$ cat config.mk
export PLATFORM = sky130hd
export DESIGN_NAME = hazard_ctrl_flat
export DESIGN_NICKNAME = d
export VERILOG_FILES = /design/src/rtl/hazard_ctrl_if.sv /design/src/rtl/hazard_ctrl.sv /design/src/flat_wrapper.sv
export SDC_FILE = /design/constraint.sdc
export NUM_CORES = 1
export LEC_CHECK = 0
export BUFFER_PORTS_ARGS = -buffer_cell sky130_fd_sc_hd__buf_4
export CAP_MARGIN = 20
export CORE_MARGIN = 1
export CORE_UTILIZATION = 30
export CTS_CLUSTER_SIZE = 12
export DETAILED_ROUTE_END_ITERATION = 8
export GPL_ROUTABILITY_DRIVEN = 0
export PLACE_DENSITY_LB_ADDON = 0.3
export SLEW_MARGIN = 20
export SYNTH_ARGS = -nofsm -noshare
export SYNTH_HDL_FRONTEND = slang
export SYNTH_SLANG_ARGS = --single-unit
$ cat constraint.sdc
create_clock -name clk -period 2.4 [get_ports clk]
set_input_delay 0.12 -clock clk [delete_from_list [all_inputs] [get_ports clk]]
set_output_delay 0.12 -clock clk [all_outputs]
set_load 0.01 [all_outputs]
$ cat src/rtl/hazard_ctrl_if.sv
// Hazard-unit bus: execute/decode/memory/writeback hazard inputs and the
// stall, flush, forwarding and status outputs.
interface hazard_ctrl_if #(
  parameter int unsigned WIDTH       = 5,
  parameter int unsigned COUNT_WIDTH = 16
);
  logic [WIDTH-1:0]       Rs1D;
  logic [WIDTH-1:0]       Rs2D;
  logic [WIDTH-1:0]       Rs1E;
  logic [WIDTH-1:0]       Rs2E;
  logic [WIDTH-1:0]       RdE;
  logic                   MemReadE;
  logic                   PCSrcE;
  logic [WIDTH-1:0]       RdM;
  logic                   RegWriteM;
  logic [WIDTH-1:0]       RdW;
  logic                   RegWriteW;
  logic                   MemBusyM;
  logic                   StallF;
  logic                   StallD;
  logic                   StallE;
  logic                   StallM;
  logic                   StallW;
  logic                   FlushD;
  logic                   FlushE;
  logic [1:0]             ForwardAE;
  logic [1:0]             ForwardBE;
  logic                   Timeout;
  logic [COUNT_WIDTH-1:0] StallCount;
  logic [COUNT_WIDTH-1:0] FlushCount;

  modport master (
    output Rs1D, Rs2D, Rs1E, Rs2E, RdE, MemReadE, PCSrcE,
           RdM, RegWriteM, RdW, RegWriteW, MemBusyM,
    input  StallF, StallD, StallE, StallM, StallW, FlushD, FlushE,
           ForwardAE, ForwardBE, Timeout, StallCount, FlushCount
  );

  modport slave (
    input  Rs1D, Rs2D, Rs1E, Rs2E, RdE, MemReadE, PCSrcE,
           RdM, RegWriteM, RdW, RegWriteW, MemBusyM,
    output StallF, StallD, StallE, StallM, StallW, FlushD, FlushE,
           ForwardAE, ForwardBE, Timeout, StallCount, FlushCount
  );
endinterface

$ cat src/rtl/hazard_ctrl.sv
// Pipeline hazard controller: forwarding, load-use stall, branch flush,
// memory-wait freeze with timeout monitor, and saturating stall/flush counters.
module hazard_ctrl #(
  parameter int unsigned WIDTH       = 5,
  parameter int unsigned WAIT_WIDTH  = 8,
  parameter int unsigned TIMEOUT     = 200,
  parameter int unsigned COUNT_WIDTH = 16
) (
  input  logic         clk,
  input  logic         rst,
  hazard_ctrl_if.slave bus
);

  localparam logic [0:0] S_RUN  = 1'b0;
  localparam logic [0:0] S_WAIT = 1'b1;

  localparam logic [WAIT_WIDTH-1:0] TIMEOUT_LAST = WAIT_WIDTH'(TIMEOUT - 1);
  localparam logic                  TIMEOUT_ONE  = (TIMEOUT == 1);

  logic [0:0]            state_q, state_d;
  logic [WAIT_WIDTH-1:0] wait_cnt, wait_d;
  logic                  timeout_q, timeout_d;
  logic [COUNT_WIDTH-1:0] stall_cnt, flush_cnt;

  logic       lw_stall;
  logic       stall_f, stall_d, stall_e, stall_m, stall_w;
  logic       flush_d, flush_e;
  logic [1:0] fwd_a, fwd_b;

  assign lw_stall = bus.MemReadE && (bus.RdE != '0) &&
                    ((bus.RdE == bus.Rs1D) || (bus.RdE == bus.Rs2D));

  // Operand forwarding; memory stage wins over writeback, x0 never forwards.
  always_comb begin
    fwd_a = 2'b00;
    fwd_b = 2'b00;
    if (!rst) begin
      if (bus.RegWriteM && (bus.RdM != '0) && (bus.RdM == bus.Rs1E))      fwd_a = 2'b10;
      else if (bus.RegWriteW && (bus.RdW != '0) && (bus.RdW == bus.Rs1E)) fwd_a = 2'b01;
      if (bus.RegWriteM && (bus.RdM != '0) && (bus.RdM == bus.Rs2E))      fwd_b = 2'b10;
      else if (bus.RegWriteW && (bus.RdW != '0) && (bus.RdW == bus.Rs2E)) fwd_b = 2'b01;
    end
  end

  // Next-state and stall/flush decode for the RUN/WAIT freeze machine.
  always_comb begin
    state_d   = state_q;
    wait_d    = wait_cnt;
    timeout_d = timeout_q;
    stall_f   = 1'b0;
    stall_d   = 1'b0;
    stall_e   = 1'b0;
    stall_m   = 1'b0;
    stall_w   = 1'b0;
    flush_d   = 1'b0;
    flush_e   = 1'b0;
    if (rst) begin
      state_d   = S_RUN;
      wait_d    = '0;
      timeout_d = 1'b0;
      flush_d   = 1'b1;
      flush_e   = 1'b1;
    end else if (bus.MemBusyM) begin
      stall_f = 1'b1;
      stall_d = 1'b1;
      stall_e = 1'b1;
      stall_m = 1'b1;
      stall_w = 1'b1;
      if (state_q == S_RUN) begin
        state_d = S_WAIT;
        wait_d  = WAIT_WIDTH'(1);
        if (TIMEOUT_ONE) timeout_d = 1'b1;
      end else begin
        if (wait_cnt != '1) wait_d = wait_cnt + WAIT_WIDTH'(1);
        if (wait_cnt == TIMEOUT_LAST) timeout_d = 1'b1;
      end
    end else begin
      // Release from WAIT applies the held branch/load-use exactly once.
      stall_f = lw_stall;
      stall_d = lw_stall;
      flush_d = bus.PCSrcE;
      flush_e = lw_stall | bus.PCSrcE;
      state_d = S_RUN;
      wait_d  = '0;
    end
  end

  always_ff @(posedge clk) begin
    if (rst) begin
      state_q   <= S_RUN;
      wait_cnt  <= '0;
      timeout_q <= 1'b0;
    end else begin
      state_q   <= state_d;
      wait_cnt  <= wait_d;
      timeout_q <= timeout_d;
    end
  end

  // Saturating performance counters.
  always_ff @(posedge clk) begin
    if (rst) begin
      stall_cnt <= '0;
      flush_cnt <= '0;
    end else begin
      if (stall_d && (stall_cnt != '1)) stall_cnt <= stall_cnt + COUNT_WIDTH'(1);
      if (flush_d && (flush_cnt != '1)) flush_cnt <= flush_cnt + COUNT_WIDTH'(1);
    end
  end

  assign bus.StallF     = stall_f;
  assign bus.StallD     = stall_d;
  assign bus.StallE     = stall_e;
  assign bus.StallM     = stall_m;
  assign bus.StallW     = stall_w;
  assign bus.FlushD     = flush_d;
  assign bus.FlushE     = flush_e;
  assign bus.ForwardAE  = fwd_a;
  assign bus.ForwardBE  = fwd_b;
  assign bus.Timeout    = timeout_q;
  assign bus.StallCount = stall_cnt;
  assign bus.FlushCount = flush_cnt;

endmodule

$ cat src/flat_wrapper.sv
// flat-port wrapper written by rule: the top's interface ports become plain ports
module hazard_ctrl_flat 
#(
  parameter int unsigned WIDTH       = 5,
  parameter int unsigned WAIT_WIDTH  = 8,
  parameter int unsigned TIMEOUT     = 200,
  parameter int unsigned COUNT_WIDTH = 16
)
  (clk, rst, bus_Rs1D, bus_Rs2D, bus_Rs1E, bus_Rs2E, bus_RdE, bus_MemReadE, bus_PCSrcE, bus_RdM, bus_RegWriteM, bus_RdW, bus_RegWriteW, bus_MemBusyM, bus_StallF, bus_StallD, bus_StallE, bus_StallM, bus_StallW, bus_FlushD, bus_FlushE, bus_ForwardAE, bus_ForwardBE, bus_Timeout, bus_StallCount, bus_FlushCount);
  hazard_ctrl_if #(.WIDTH(WIDTH), .COUNT_WIDTH(COUNT_WIDTH)) bus_i ();
  input  logic clk;
  input  logic rst;
  input wire logic [$bits(bus_i.Rs1D)-1:0] bus_Rs1D;
  input wire logic [$bits(bus_i.Rs2D)-1:0] bus_Rs2D;
  input wire logic [$bits(bus_i.Rs1E)-1:0] bus_Rs1E;
  input wire logic [$bits(bus_i.Rs2E)-1:0] bus_Rs2E;
  input wire logic [$bits(bus_i.RdE)-1:0] bus_RdE;
  input wire logic [$bits(bus_i.MemReadE)-1:0] bus_MemReadE;
  input wire logic [$bits(bus_i.PCSrcE)-1:0] bus_PCSrcE;
  input wire logic [$bits(bus_i.RdM)-1:0] bus_RdM;
  input wire logic [$bits(bus_i.RegWriteM)-1:0] bus_RegWriteM;
  input wire logic [$bits(bus_i.RdW)-1:0] bus_RdW;
  input wire logic [$bits(bus_i.RegWriteW)-1:0] bus_RegWriteW;
  input wire logic [$bits(bus_i.MemBusyM)-1:0] bus_MemBusyM;
  output wire logic [$bits(bus_i.StallF)-1:0] bus_StallF;
  output wire logic [$bits(bus_i.StallD)-1:0] bus_StallD;
  output wire logic [$bits(bus_i.StallE)-1:0] bus_StallE;
  output wire logic [$bits(bus_i.StallM)-1:0] bus_StallM;
  output wire logic [$bits(bus_i.StallW)-1:0] bus_StallW;
  output wire logic [$bits(bus_i.FlushD)-1:0] bus_FlushD;
  output wire logic [$bits(bus_i.FlushE)-1:0] bus_FlushE;
  output wire logic [$bits(bus_i.ForwardAE)-1:0] bus_ForwardAE;
  output wire logic [$bits(bus_i.ForwardBE)-1:0] bus_ForwardBE;
  output wire logic [$bits(bus_i.Timeout)-1:0] bus_Timeout;
  output wire logic [$bits(bus_i.StallCount)-1:0] bus_StallCount;
  output wire logic [$bits(bus_i.FlushCount)-1:0] bus_FlushCount;
  assign bus_i.Rs1D = bus_Rs1D;
  assign bus_i.Rs2D = bus_Rs2D;
  assign bus_i.Rs1E = bus_Rs1E;
  assign bus_i.Rs2E = bus_Rs2E;
  assign bus_i.RdE = bus_RdE;
  assign bus_i.MemReadE = bus_MemReadE;
  assign bus_i.PCSrcE = bus_PCSrcE;
  assign bus_i.RdM = bus_RdM;
  assign bus_i.RegWriteM = bus_RegWriteM;
  assign bus_i.RdW = bus_RdW;
  assign bus_i.RegWriteW = bus_RegWriteW;
  assign bus_i.MemBusyM = bus_MemBusyM;
  assign bus_StallF = bus_i.StallF;
  assign bus_StallD = bus_i.StallD;
  assign bus_StallE = bus_i.StallE;
  assign bus_StallM = bus_i.StallM;
  assign bus_StallW = bus_i.StallW;
  assign bus_FlushD = bus_i.FlushD;
  assign bus_FlushE = bus_i.FlushE;
  assign bus_ForwardAE = bus_i.ForwardAE;
  assign bus_ForwardBE = bus_i.ForwardBE;
  assign bus_Timeout = bus_i.Timeout;
  assign bus_StallCount = bus_i.StallCount;
  assign bus_FlushCount = bus_i.FlushCount;
  hazard_ctrl #(.WIDTH(WIDTH), .WAIT_WIDTH(WAIT_WIDTH), .TIMEOUT(TIMEOUT), .COUNT_WIDTH(COUNT_WIDTH)) u_core (.clk(clk), .rst(rst), .bus(bus_i));
endmodule
==> results.py <==
metrics = {
    "cells_and_area": {
        "final_nets": 419,
        "final_area_um2": 3280,
        "area_growth_pct": 34.6,
        "finalNonFillerCells": 477,
        "fillers": 825,
        "drive_gt1_frac": 0.293,
        "diodes": 0,
    },
    "logic_synthesis": {
        "synth_compound_area_frac": 0.0797,
        "ys_top_cells_by_count": "dfxtp_1 (42), nor2_1 (40), xnor2_1 (29)",
        "synth_edf_count": 0,
        "yosys-mux-area-fraction": 0.0314,
        "syn-cell-area_um2": 2430,
        "syn_area_per_cell_um2": 8.42,
        "ys_types": 44,
        "post-synth-top-count-cell": "dfxtp_1",
        "synth-main-ff-cell": "dfxtp_1",
        "synth_top_family_by_area": "simple AND/OR/NAND/NOR gates",
        "yosysWarnings": 0,
        "synth_async_sr_flop_share": 0,
        "synthSimpleGateAreaFrac": 0.320,
        "ys_seq_elements": 42,
        "synthXorXnorAreaFrac": 0.184,
        "synthCells": 289,
        "synth_area_leader_cell": "dfxtp_1",
        "yosys.area.top_type_share": 0.346,
        "syn-num-nets": 334,
        "ys_seq_area_frac": 0.346,
        "synthAdderAreaFrac": 0.0154,
        "yosys-top-cells-area": "dfxtp_1 (35%), xnor2_1 (10%), xor2_1 (7.9%)",
    },
    "global_route": {
        "grt_usage": 0.150,
        "grtUsageMet1": 0.194,
        "grt_busiest_layer": "met2",
        "grt_max_degree": 42,
        "met3_usage": 0.0357,
        "overflow": 0,
        "gr-usage-met2": 0.244,
        "grt_pass1_vias": 2225,
        "antenna_found_initial": 0,
        "grt_first_pass_wirelength_um": 10200,
    },
    "place": {
        "placed_area_um2": 3170,
        "place_inst": 469,
        "dpl.hpwl_um": 4850,
        "io_buffers": 85,
    },
    "routing": {
        "vias": 2317,
        "routed_wirelength_um": 6140,
        "routed_via_density": 4.86,
        "firstDrtPassIters": 4,
        "wl_per_cell_um": 12.9,
        "final_antenna_net_count": 0,
        "drtIter0Drc": 111,
        "drc": 0,
    },
    "floorplan": {
        "die_area_um2": 8480,
        "ios": 86,
        "num_rows": 32,
        "core_um2": 7770,
        "die_w_um": 92.1,
        "initial_core_util": 0.313,
        "die_y_um": 92.1,
    },
    "timing": {
        "fin_setup_tns_ps": 0,
        "fmax_mhz": 524,
        "finalClockSkew_ps": 7.18,
        "period_needed_ps": 1910,
        "hold_viol": 0,
        "finalMaxSlewViolations": 0,
        "setup_violations": 0,
        "tightestPinTransition_ps": 616,
        "min_period_over_period": 0.795,
        "maxSlewHeadroom": 0.587,
        "rsz0062_at_grt": "no",
    },
    "worst_setup_path": {
        "cp.arrival_ps": 2140,
        "worstSetupPathType": "flop to flop",
        "setup.worst_path.start_class": "flop",
        "cp.required_ps": 2640,
        "cp-end-kind": "flop",
        "crit_fanout": 6,
    },
    "power": {
        "p_leak_nw": 1.32,
        "p_per_area_nw_per_um2": 462,
        "ir_drop_mv": 0.180,
    },
    "cts": {
        "root_buffer": "clkbuf_8",
        "cts_setup_buffers": 0,
        "htree_levels": 2,
        "clock-sinks": 42,
        "ctsHoldBuffers": 0,
        "cts_made_buffers": 5,
        "clk_latency_ps": 300,
        "cts-resized-gates": 0,
        "cts.clk_slew.worst_paths_ps": 80,
        "clockBufferDepth": 2,
        "cts_tree": "yes",
    },
    "run_status": {
        "status": "finished, final reports clean",
    },
    "worst_hold_path": {
        "hold_path.class": "input port to flop",
    },
    "job": {
        "maxCapViolCount": 0,
    },
}
[cells by family after synthesis]
family,count (synthesis)
flops,42
buf+inv,13
compound gates,28
fa+ha+maj,3
simple gates,145
xor+xnor,51
mux,7
[sequential cells by signal, summed over array words and instances (netlist names)]
register,flops
u_core.bus.FlushCount,16
u_core.wait_cnt,8
u_core.bus.StallCount,16
u_core.bus.Timeout,1
u_core.state_q,1
[metrics by stage]
stage | setup slack (ps) | total power [W] | hold slack [ps] | util
floorplan | 557 | 0.000854 | 361 | -
global placement | 465 | 0.000970 | 458 | 0.408
detailed placement | 434 | 0.000973 | 470 | 0.408
CTS | 489 | 0.00154 | 260 | 0.422
global route | 308 | 0.00160 | 301 | 0.422
finish | 491 | 0.00151 | 264 | 0.422
[critical path, stage by stage (launching register included)]
cell     delay, ps
dfxtp_1        430
and4_4         280
nand4_2        120
or4_4          560
or3_1          320
a21oi_1        140
[layout by cell type, fill, tap and decap left out, types with 2 or more instances in the layout]
master | netlist | layout
nor2b_1 | 8 | 8
a211oi_1 | 4 | 4
mux2i_1 | 2 | 2
nor4_1 | 6 | 6
nand4b_1 | 3 | 3
xnor2_1 | 29 | 29
xor2_1 | 22 | 22
buf_4 | 3 | 86
and3_1 | 11 | 11
and2_1 | 2 | 2
or3_1 | 3 | 3
inv_1 | 5 | 5
nor2_1 | 40 | 40
ha_1 | 3 | 3
nand3_1 | 19 | 19
nor3b_1 | 2 | 2
o21ai_0 | 9 | 9
nand4_1 | 8 | 8
mux2_2 | 5 | 5
nand2_1 | 19 | 19
dfxtp_1 | 42 | 42
and4_2 | 2 | 2
or4_1 | 5 | 5
clkbuf_8 | 0 | 5
a21oi_1 | 7 | 7
nor4b_1 | 2 | 2
nor3_1 | 6 | 6
[metal layers]
metal / share of wire / up-vias
li1: - / 1183
met1: 0.46 / 1064
met2: 0.47 / 62
met3: 0.057 / 8
met4: 0.013 / 0
met5: 0 / -
[area by class of cell]
| type | count | area [µm²] | share of cell area |
|---|---|---|---|
| clock inverter | 2 | 37.5 | 0.0115 |
| multi-input combinational | 234 | 1530 | 0.468 |
| sequential | 42 | 841 | 0.257 |
| clock buffer | 6 | 72.6 | 0.0222 |
| timing repair buffer | 86 | 646 | 0.197 |
| tap | 102 | 128 | 0.0390 |
| inverter | 5 | 18.8 | 0.00573 |
[power breakdown]
group / internal, W / total (W) / leakage, nW / switching, W
clock: 0.000310 / 0.000560 / 0.0514 / 0.000249
combinational: 0.000121 / 0.000233 / 0.934 / 0.000112
sequential: 0.000707 / 0.000722 / 0.340 / 0.0000147
total: 0.00114 / 0.00151 / 1.32 / 0.000376
[path summary, 6_finish.rpt]
check,startpoint,end,slack (ps),cells past startpoint
hold reg to reg,u_core.state_q,u_core.wait_cnt[0],470,1
setup reg to reg,u_core.bus.FlushCount[4],u_core.bus.FlushCount[13],490,5
setup / recovery,u_core.bus.FlushCount[4],u_core.bus.FlushCount[13],490,5
hold / removal,bus_MemBusyM,u_core.state_q,260,3
Power figures use the tool's default switching activity.
